## src/rtl/key_expansion_multi.sv

```systemverilog
// Word-serial AES key schedule for 128/192/256-bit keys: one 32-bit schedule
// word per clock, packed into addressed 128-bit round keys.
module key_expansion_multi #(
  parameter bit SUPPORT_192 = 1'b1,
  parameter bit SUPPORT_256 = 1'b1
) (
  input  logic         clk,
  input  logic         rst,
  input  logic         key_in_valid,
  input  logic [1:0]   key_size,
  input  logic [255:0] key_in,
  output logic         key_in_ready,
  output logic [127:0] key_out,
  output logic [3:0]   key_addr,
  output logic         key_valid,
  output logic         key_loaded,
  output logic         key_err
);

  typedef enum logic [1:0] {IDLE, RUN, DONE} state_e;

  localparam logic [0:255][7:0] SBOX = {
    128'h637c777bf26b6fc53001672bfed7ab76, 128'hca82c97dfa5947f0add4a2af9ca472c0,
    128'hb7fd9326363ff7cc34a5e5f171d83115, 128'h04c723c31896059a071280e2eb27b275,
    128'h09832c1a1b6e5aa0523bd6b329e32f84, 128'h53d100ed20fcb15b6acbbe394a4c58cf,
    128'hd0efaafb434d338545f9027f503c9fa8, 128'h51a3408f929d38f5bcb6da2110fff3d2,
    128'hcd0c13ec5f974417c4a77e3d645d1973, 128'h60814fdc222a908846eeb814de5e0bdb,
    128'he0323a0a4906245cc2d3ac629195e479, 128'he7c8376d8dd54ea96c56f4ea657aae08,
    128'hba78252e1ca6b4c6e8dd741f4bbd8b8a, 128'h703eb5664803f60e613557b986c11d9e,
    128'he1f8981169d98e949b1e87e9ce5528df, 128'h8ca1890dbfe6426841992d0fb054bb16
  };

  function automatic logic [31:0] sub_word(input logic [31:0] w);
    return {SBOX[w[31:24]], SBOX[w[23:16]], SBOX[w[15:8]], SBOX[w[7:0]]};
  endfunction

  state_e             state_q, state_d;
  logic [7:0][31:0]   key_q;
  logic [31:0]        win_q [8];
  logic [1:0]         size_q;
  logic [5:0]         i_q;
  logic [2:0]         phase_q, phase_d;
  logic [7:0]         rcon_q, rcon_d;
  logic [127:0]       key_out_q;
  logic [3:0]         key_addr_q;
  logic               key_valid_q, key_loaded_q, key_err_q;

  logic        size_ok, accept, reject, is_run, last_w, word_lt_nk;
  logic [2:0]  nk_m1;
  logic [5:0]  last_word;
  logic [31:0] sub_in, sub_out, word_d;

  // NOTE: every signal written in an always_comb gets a default first, so no
  // path can leave it unassigned and infer a latch.
  always_comb begin
    size_ok = 1'b0;
    case (key_size)
      2'b00:   size_ok = 1'b1;
      2'b01:   size_ok = SUPPORT_192;
      2'b10:   size_ok = SUPPORT_256;
      default: size_ok = 1'b0;
    endcase
  end

  assign accept = key_in_valid && key_in_ready && size_ok;
  assign reject = key_in_valid && key_in_ready && !size_ok;
  assign is_run = (state_q == RUN);

  always_comb begin
    nk_m1     = 3'd7;
    last_word = 6'd59;
    case (size_q)
      2'b00:   begin nk_m1 = 3'd3; last_word = 6'd43; end
      2'b01:   begin nk_m1 = 3'd5; last_word = 6'd51; end
      default: begin nk_m1 = 3'd7; last_word = 6'd59; end
    endcase
  end

  assign word_lt_nk = (i_q <= {3'b000, nk_m1});
  assign last_w     = (i_q == last_word);
  assign phase_d    = (phase_q == nk_m1) ? 3'd0 : phase_q + 3'd1;

  // win_q[0] is W[i-1]; win_q[nk-1] is W[i-Nk]. RotWord applies only at phase 0.
  assign sub_in  = (phase_q == 3'd0) ? {win_q[0][23:0], win_q[0][31:24]} : win_q[0];
  assign sub_out = sub_word(sub_in);

  always_comb begin
    word_d = win_q[nk_m1] ^ win_q[0];
    rcon_d = rcon_q;
    if (word_lt_nk) begin
      word_d = key_q[3'd7 - i_q[2:0]];
    end else if (phase_q == 3'd0) begin
      word_d = win_q[nk_m1] ^ sub_out ^ {rcon_q, 24'h000000};
      rcon_d = {rcon_q[6:0], 1'b0} ^ (rcon_q[7] ? 8'h1b : 8'h00);
    end else if (nk_m1 == 3'd7 && phase_q == 3'd4) begin
      word_d = win_q[7] ^ sub_out;
    end
  end

  // NOTE: sequential state uses non-blocking assignments so every flop samples
  // pre-edge values regardless of statement order.
  always_ff @(posedge clk or posedge rst) begin
    if (rst) state_q <= IDLE;
    else     state_q <= state_d;
  end

  always_comb begin
    state_d = state_q;
    case (state_q)
      IDLE, DONE: if (accept) state_d = RUN;
      RUN:        if (last_w) state_d = DONE;
      default:    state_d = IDLE;
    endcase
  end

  always_comb key_in_ready = (state_q != RUN);

  always_ff @(posedge clk or posedge rst) begin
    if (rst) begin
      size_q       <= 2'b00;
      i_q          <= '0;
      phase_q      <= '0;
      rcon_q       <= 8'h01;
      key_out_q    <= '0;
      key_addr_q   <= '0;
      key_valid_q  <= 1'b0;
      key_loaded_q <= 1'b0;
      key_err_q    <= 1'b0;
    end else begin
      key_valid_q <= 1'b0;
      key_addr_q  <= '0;
      key_err_q   <= reject;
      if (accept) begin
        size_q       <= key_size;
        i_q          <= '0;
        phase_q      <= '0;
        rcon_q       <= 8'h01;
        key_loaded_q <= 1'b0;
      end else if (is_run) begin
        i_q     <= i_q + 6'd1;
        phase_q <= phase_d;
        rcon_q  <= rcon_d;
        if (i_q[1:0] == 2'b11) begin
          key_valid_q <= 1'b1;
          key_addr_q  <= i_q[5:2] + 4'd1;
          key_out_q   <= {win_q[2], win_q[1], win_q[0], word_d};
        end
        if (last_w) key_loaded_q <= 1'b1;
      end
    end
  end

  // NOTE: the key capture and word window are not reset; they are always
  // written (capture on accept, words 0..Nk-1 from the key) before being read.
  always_ff @(posedge clk) begin
    if (accept) key_q <= key_in;
    if (is_run) begin
      win_q[0] <= word_d;
      for (int j = 1; j < 8; j++) win_q[j] <= win_q[j-1];
    end
  end

  assign key_out    = key_out_q;
  assign key_addr   = key_addr_q;
  assign key_valid  = key_valid_q;
  assign key_loaded = key_loaded_q;
  assign key_err    = key_err_q;

endmodule

```

## config.mk

```make
export PLATFORM = sky130hd
export DESIGN_NAME = key_expansion_multi
export DESIGN_NICKNAME = d
export VERILOG_FILES = /design/src/rtl/key_expansion_multi.sv
export SDC_FILE = /design/constraint.sdc
export NUM_CORES = 2
export LEC_CHECK = 0
export CORE_UTILIZATION = 40
export CTS_CLUSTER_DIAMETER = 80
export CTS_CLUSTER_SIZE = 8
export DETAILED_ROUTE_END_ITERATION = 12
export MAX_ROUTING_LAYER = met4
export PLACE_DENSITY = 0.7
export REMOVE_ABC_BUFFERS = 1
export SLEW_MARGIN = 5
export SYNTH_ARGS = -nofsm -noshare
export SYNTH_HDL_FRONTEND = slang
export SYNTH_SLANG_ARGS = --single-unit
```

## constraint.sdc

```tcl
create_clock -name clk -period 24.3 [get_ports clk]
set_clock_uncertainty 0.05 [all_clocks]
set_input_delay 2.43 -clock clk [delete_from_list [all_inputs] [get_ports clk]]
set_output_delay 2.43 -clock clk [all_outputs]
set_load 0.03 [all_outputs]
```

Yosys cells after proc, flatten, opt, wreduce, memory -nomap -nowiden
Memories as Yosys holds them, arrays and structs flattened.
Cells that the tools add are included.
- register bits: 412
- memory bits (writable): 256
- ROM bits: 8192
- output and inout bits: 136
- memories kept: 5
- memories (name ; depth ; width ; read ports ; clocked after memory_dff ; wr ports ; RTL line ; source):
    (no name shown) ; 256 ; 8 ; 1 ; 0 ; 0 ; 34 ; return {SBOX[w[31:24]], SBOX[w[23:16]], SBOX[w[15:8]], SBOX[w[7:0]]};
    (no name shown) ; 256 ; 8 ; 1 ; 0 ; 0 ; 34 ;
    (no name shown) ; 256 ; 8 ; 1 ; 0 ; 0 ; 34 ;
    (no name shown) ; 256 ; 8 ; 1 ; 0 ; 0 ; 34 ;
    win_q ; 8 ; 32 ; 9 ; 0 ; 8 ; 39 ; logic [31:0] win_q [8];
- add/subtract/negate cells: 4
- magnitude comparators: 6
- equal/unequal tests: 14
- mux-type cells: 41
- bitwise gates (word level): 10
- reduce and logical (&&, ||, !) cells: 18
- operators by type and width (operator ; number):
    2-to-1 mux 32 bit ; 5
    bitwise XOR 32 bit ; 4
    binary-select mux 32 bit (select 3 bit) ; 1
    2-to-1 mux 8 bit ; 12
    greater-or-equal comparator 9 bit, second input constant ; 4
    NOT 8 -> 9 bit ; 4
    2-to-1 mux 4 bit ; 3
    2-to-1 mux 6 bit ; 2
    case mux 5 bit (2 select lines) ; 1
    2-to-1 mux 1 bit ; 9
    2-to-1 mux 3 bit ; 3
    bitwise XOR 8 x 5 -> 8 bit ; 1
    adder 6 x 1 -> 6 bit, second input constant ; 1
    == test 2 x 1 -> 1 bit, second input constant ; 3
    == test 2 bit, second input constant ; 3
    == test 3 bit, second input constant ; 2
    == test 6 bit ; 1
    <= comparator 6 x 3 -> 1 bit ; 1
    zero test 2 bit ; 3
    case mux 3 bit (2 select lines) ; 1
    AND reduction 3 bit ; 2
    nonzero test 2 bit ; 3
    2-to-1 mux 5 bit ; 1
    adder 4 x 1 -> 4 bit, second input constant ; 1
    other kinds (15) ; 22

Longest topological paths before layout
- word-level depth: 10
- mapped depth: 23

Worst setup path after synthesis
No wires, ideal clock.
- kind: in2reg
- from: in key_size[0]
- to: reg key_q[0] (netlist name) (enable)
- library setup time: 722 ps
- arrival time: 9897 ps
- data required time: 23528 ps
- setup slack: 13632 ps
- stages on the path: 4
- buffers on the path: 1
- cells stage by stage: nand2_1 -> nand3_1 -> inv_1 -> clkbuf_1
- longest elaborated chain between the ends: 4
- elaborated cells between the ends (all ways): 6
- RTL lines (element ; RTL line ; source):
    start: declaration ; 10 ; input logic [1:0] key_size,
    == test 2 bit (tied with other cells) ; 57 ; case (key_size)
    OR reduction 3 bit (no source line) * ; - ;
    2-to-1 mux 1 bit * ; 57 ;
    logical AND 1 bit * ; 65 ; assign accept = key_in_valid && key_in_ready && size_ok;
    named net accept ; 48 ; logic size_ok, accept, reject, is_run, last_w, word_lt_nk;
    end signal: assignment ; 156 ; if (accept) key_q <= key_in;
    end: declaration ; 38 ; logic [7:0][31:0] key_q;
Mark *: on every way through the listed nets, which the timed path passes. The rest lies on a longest branch.
A chain may end at the register's enable or synchronous reset.

Final worst setup path
- from: reg phase_q[0]
- to: reg key_out_q[9], in the netlist key_out[9]
- longest elaborated chain between the ends: 10
- elaborated cells between the ends (all ways): 14
- RTL lines (element ; RTL line ; source):
    start: declaration ; 42 ; logic [2:0] phase_q, phase_d;
    start signal: assignment ; 141 ; phase_q <= phase_d;
    zero test 3 bit ; 84, 92 ;
    2-to-1 mux 32 bit ; 84 ; assign sub_in = (phase_q == 3'd0) ? {win_q[0][23:0], win_q[0][31:24]} : win_q[0];
    NOT 8 -> 9 bit (not written as such) ; 34 ;
    memory read (256 x 8 bit) ; - ;
    2-to-1 mux 8 bit (not written as such) (2 in series) ; 34 ;
    bitwise XOR 32 bit (on tied branches) ; 96, 93 ;
    2-to-1 mux 32 bit / bitwise XOR 32 bit (equally long branches) ; 95, 93 ;
    2-to-1 mux 32 bit * ; 92 ; end else if (phase_q == 3'd0) begin
    2-to-1 mux 32 bit * ; 90 ; if (word_lt_nk) begin
    named net word_d[9] ; 51 ; logic [31:0] sub_in, sub_out, word_d;
    end signal: assignment ; 146 ; key_out_q <= {win_q[2], win_q[1], win_q[0], word_d};
    end: declaration ; 44 ; logic [127:0] key_out_q;
Mark *: on every way through the listed nets, which the timed path passes. The rest lies on a longest branch. The select of a mux whose other input is x is not followed.

==> impl_metrics.csv <==
group,metric,value,unit
status,status,"finished, final reports clean",
clock_tree,cts_root_buf,"clkbuf_16",
clock_tree,cts_made_buffers,95,
clock_tree,clk_pin_slew,0.06,ns
placed_design,gp_congestion,1.05,
logic_synthesis,synth-seq-cells,668,
logic_synthesis,synthTopCellsByArea,"edfxtp_1 (38%), dfrtp_1 (9.5%), nand2_1 (5.5%)",
setup_path,cp.required,24.80,ns
sta,fin_setup_tns,0,ns
routing,wl,183000,um
sta,post-route-period-util,0.286,
clock_tree,post_cts_buffers,0,
logic_synthesis,synth_area_per_cell,10.1,um2
setup_path,r2r_cells,18,
logic_synthesis,syn_area,40700,um2
sta,worst_slack,17.34,ns
floorplan,fp.dieW,321,um
logic_synthesis,synth_warnings,0,
global_routing,overflow,0,
routing,dr.pass1.iters,9,
setup_path,crit_fanout,142,
floorplan,initial_core_util,0.405,
clock_tree,ctsResizeCount,0,
sta,hold_viol,0,
floorplan,die_area,103000,um2
logic_synthesis,synth-seq-area-share,0.474,
setup_path,path_cells,"inv_1 -> ha_1 -> nand2b_4 -> buf_12 -> buf_4 -> mux2i_4 -> inv_2 -> ha_1 -> o211ai_1 -> a31oi_1 -> o21ai_0 -> o211ai_1 -> a311oi_1 -> mux2i_1 -> xnor2_1 -> a211oi_1 -> a311o_1 -> mux2_2",
setup_path,path_delay_family,"compound AO/OA/AOI/OAI gates",
sta,rsz0062_at_grt,"no",
worst_hold_path,hold_class,"reg2reg",
clock_tree,clockBufferDepth,3,
global_routing,antenna_found_initial,4,
setup_path,max_stage_delay,0.77,ns
routing,via_per_inst,6.57,
logic_synthesis,synthCells,4017,
setup_path,worstSetupEndpointType,"flip-flop",
floorplan,die_h,321,um
logic_synthesis,synth_edf_count,512,
setup_path,cpMaxStageDelayCell,"buf_4",
logic_synthesis,synth_top_area_share,0.378,
setup_path,cp-start-kind,"flip-flop",
sta,slew_viol_final,0,
logic_synthesis,synth_common_cells,"nand2_1 (593), edfxtp_1 (512), nor2_1 (272)",
clock_tree,insertion_delay,0.70,ns
logic_synthesis,yosysTopAreaCell,"edfxtp_1",
logic_synthesis,yosysMostFrequentCell,"nand2_1",
floorplan,rows,116,
finish,drive_gt1_frac,0.111,
sta,worst-slew-pin-transition,1.24,ns
clock_tree,clock-sinks,668,
routing,post_drt_wl_per_cell,31.9,um
routing,drc_errors,0,
clock_tree,cts_hold_buf,0,
clock_tree,htree_levels,3,
routing,ant_nets,0,
finish,final_cell_count_no_fill,5723,
setup_path,path_buf_inv,4,
global_routing,grt_pass1_vias,36506,
routing,vias,37580,
logic_synthesis,yosys.cell_types.count,108,
finish,synthToLayoutAreaGrowth,20.0,%
setup_path,crit_cells,18,
sta,fmax,0.144,GHz
floorplan,num_io_pins,397,
sta,finalCriticalPeriod,6.96,ns
floorplan,core,100000,um2
placed_design,portBuffers,396,
placed_design,hpwl,127000,um
placed_design,dpl.cell_count,5538,
routing,initialDrtViolationCount,5741,
worst_hold_path,holdPathStages,0,
sta,setup_viol,0,
finish,nNetsFinal,4578,
sta,max_slew_margin,0.150,
flow_run,maxCapViolations,0,
global_routing,grt_max_degree,143,
finish,fillers,9318,
logic_synthesis,ys.flop_type,"edfxtp_1",
setup_path,crit_type,"reg2reg",
global_routing,grt_usage,0.356,
placed_design,pre_cts_ws,17.70,ns
global_routing,grt_pass1_wl,262000,um
clock_tree,cts_tree,"done",
setup_path,cp_data_arrival_time,7.46,ns
logic_synthesis,ys_async_sr_fraction,0.234,
## per-layer routing
| layer | wire length [um] | track usage |
|---|---|---|
| met5 | 0 | - |
| met4 | 8640 | 0.154 |
| met3 | 19600 | 0.0870 |
| met2 | 79200 | 0.509 |
| met1 | 75400 | 0.479 |
## sequential cells by signal, summed over array words and instances (netlist names)
| signal | cells |
|---|---|
| key_err | 1 |
| win_q | 256 |
| key_valid | 1 |
| key_addr | 4 |
| phase_q | 3 |
| i_q | 6 |
| size_q | 2 |
| rcon_q | 8 |
| state_q | 2 |
| key_out | 128 |
| key_loaded | 1 |
| key_q | 256 |
## worst reg2reg max path, stage by stage, from the launching register on
cell      delay [ns]
dfrtp_1         0.40
inv_1           0.07
ha_1            0.52
nand2b_4        0.48
buf_12          0.65
buf_4           0.84
mux2i_4         0.58
inv_2           0.16
ha_1            0.42
o211ai_1        0.43
a31oi_1         0.25
o21ai_0         0.13
o211ai_1        0.22
a311oi_1        0.44
mux2i_1         0.25
xnor2_1         0.22
a211oi_1        0.10
a311o_1         0.31
mux2_2          0.27
## area by class of cell
class                   instances  area, um2  area share
multi-input cells            2928      19700       0.404
inverters                      63        262     0.00536
repair buffers                522       4930       0.101
clock buffers                 171       2720      0.0558
flip-flops and latches        668      19300       0.395
well taps                    1357       1700      0.0348
clock inverters                 8        178     0.00364
diodes                          6       15.0    0.000308
## path summary, 6_finish.rpt
check	start	end	slack, ns
setup / recovery	phase_q[0]	key_out[9]	17.34
min in group asynchronous	rst	key_out[115]	2.25
setup reg to reg	phase_q[0]	key_out[9]	17.34
max in group asynchronous	rst	key_out[104]	20.41
hold reg to reg	win_q[6][3]	win_q[7][3]	0.34
hold / removal	win_q[6][3]	win_q[7][3]	0.34
## cells by family after synthesis
family	count (synthesis)	synth area share
compound gates	1268	0.218
simple gates	1234	0.134
flops	668	0.474
buf+inv	421	0.0471
mux	275	0.0911
xor+xnor	112	0.0241
fa+ha+maj	39	0.0120
## cell usage in the layout (no fill, tap or decap), types with 42 or more instances in the layout
| master | synthesis | final |
|---|---|---|
| nand2b_1 | 45 | 44 |
| inv_1 | 56 | 53 |
| dfrtp_1 | 155 | 151 |
| nor3_1 | 74 | 74 |
| clkbuf_16 | 0 | 96 |
| mux4_2 | 65 | 65 |
| o211ai_1 | 84 | 84 |
| clkdlybuf4s50_1 | 0 | 396 |
| a221oi_1 | 42 | 42 |
| xnor2_1 | 76 | 76 |
| a31oi_1 | 86 | 86 |
| mux2i_1 | 131 | 121 |
| o221ai_1 | 58 | 58 |
| nor2_1 | 272 | 271 |
| nand2_1 | 593 | 592 |
| a21oi_1 | 242 | 238 |
| mux2_2 | 70 | 70 |
| edfxtp_1 | 512 | 512 |
| o21ai_0 | 236 | 235 |
| buf_4 | 18 | 124 |
| nand3_1 | 105 | 104 |
| clkbuf_1 | 167 | 71 |
| a211oi_1 | 90 | 89 |
## per-stage QoR
step,instance area (um2),hold slack [ns],utilization
2_1_floorplan,39000,0.350,-
3_3_place_gp,45900,0.351,0.457
3_5_place_dp,45900,0.355,0.457
4_1_cts,48800,0.332,0.486
5_1_grt,48800,0.344,0.486
6_report,48800,0.344,0.486
Power is not shown: default switching activity piles up to over one toggle a cycle in this logic, so the estimate is an artifact.
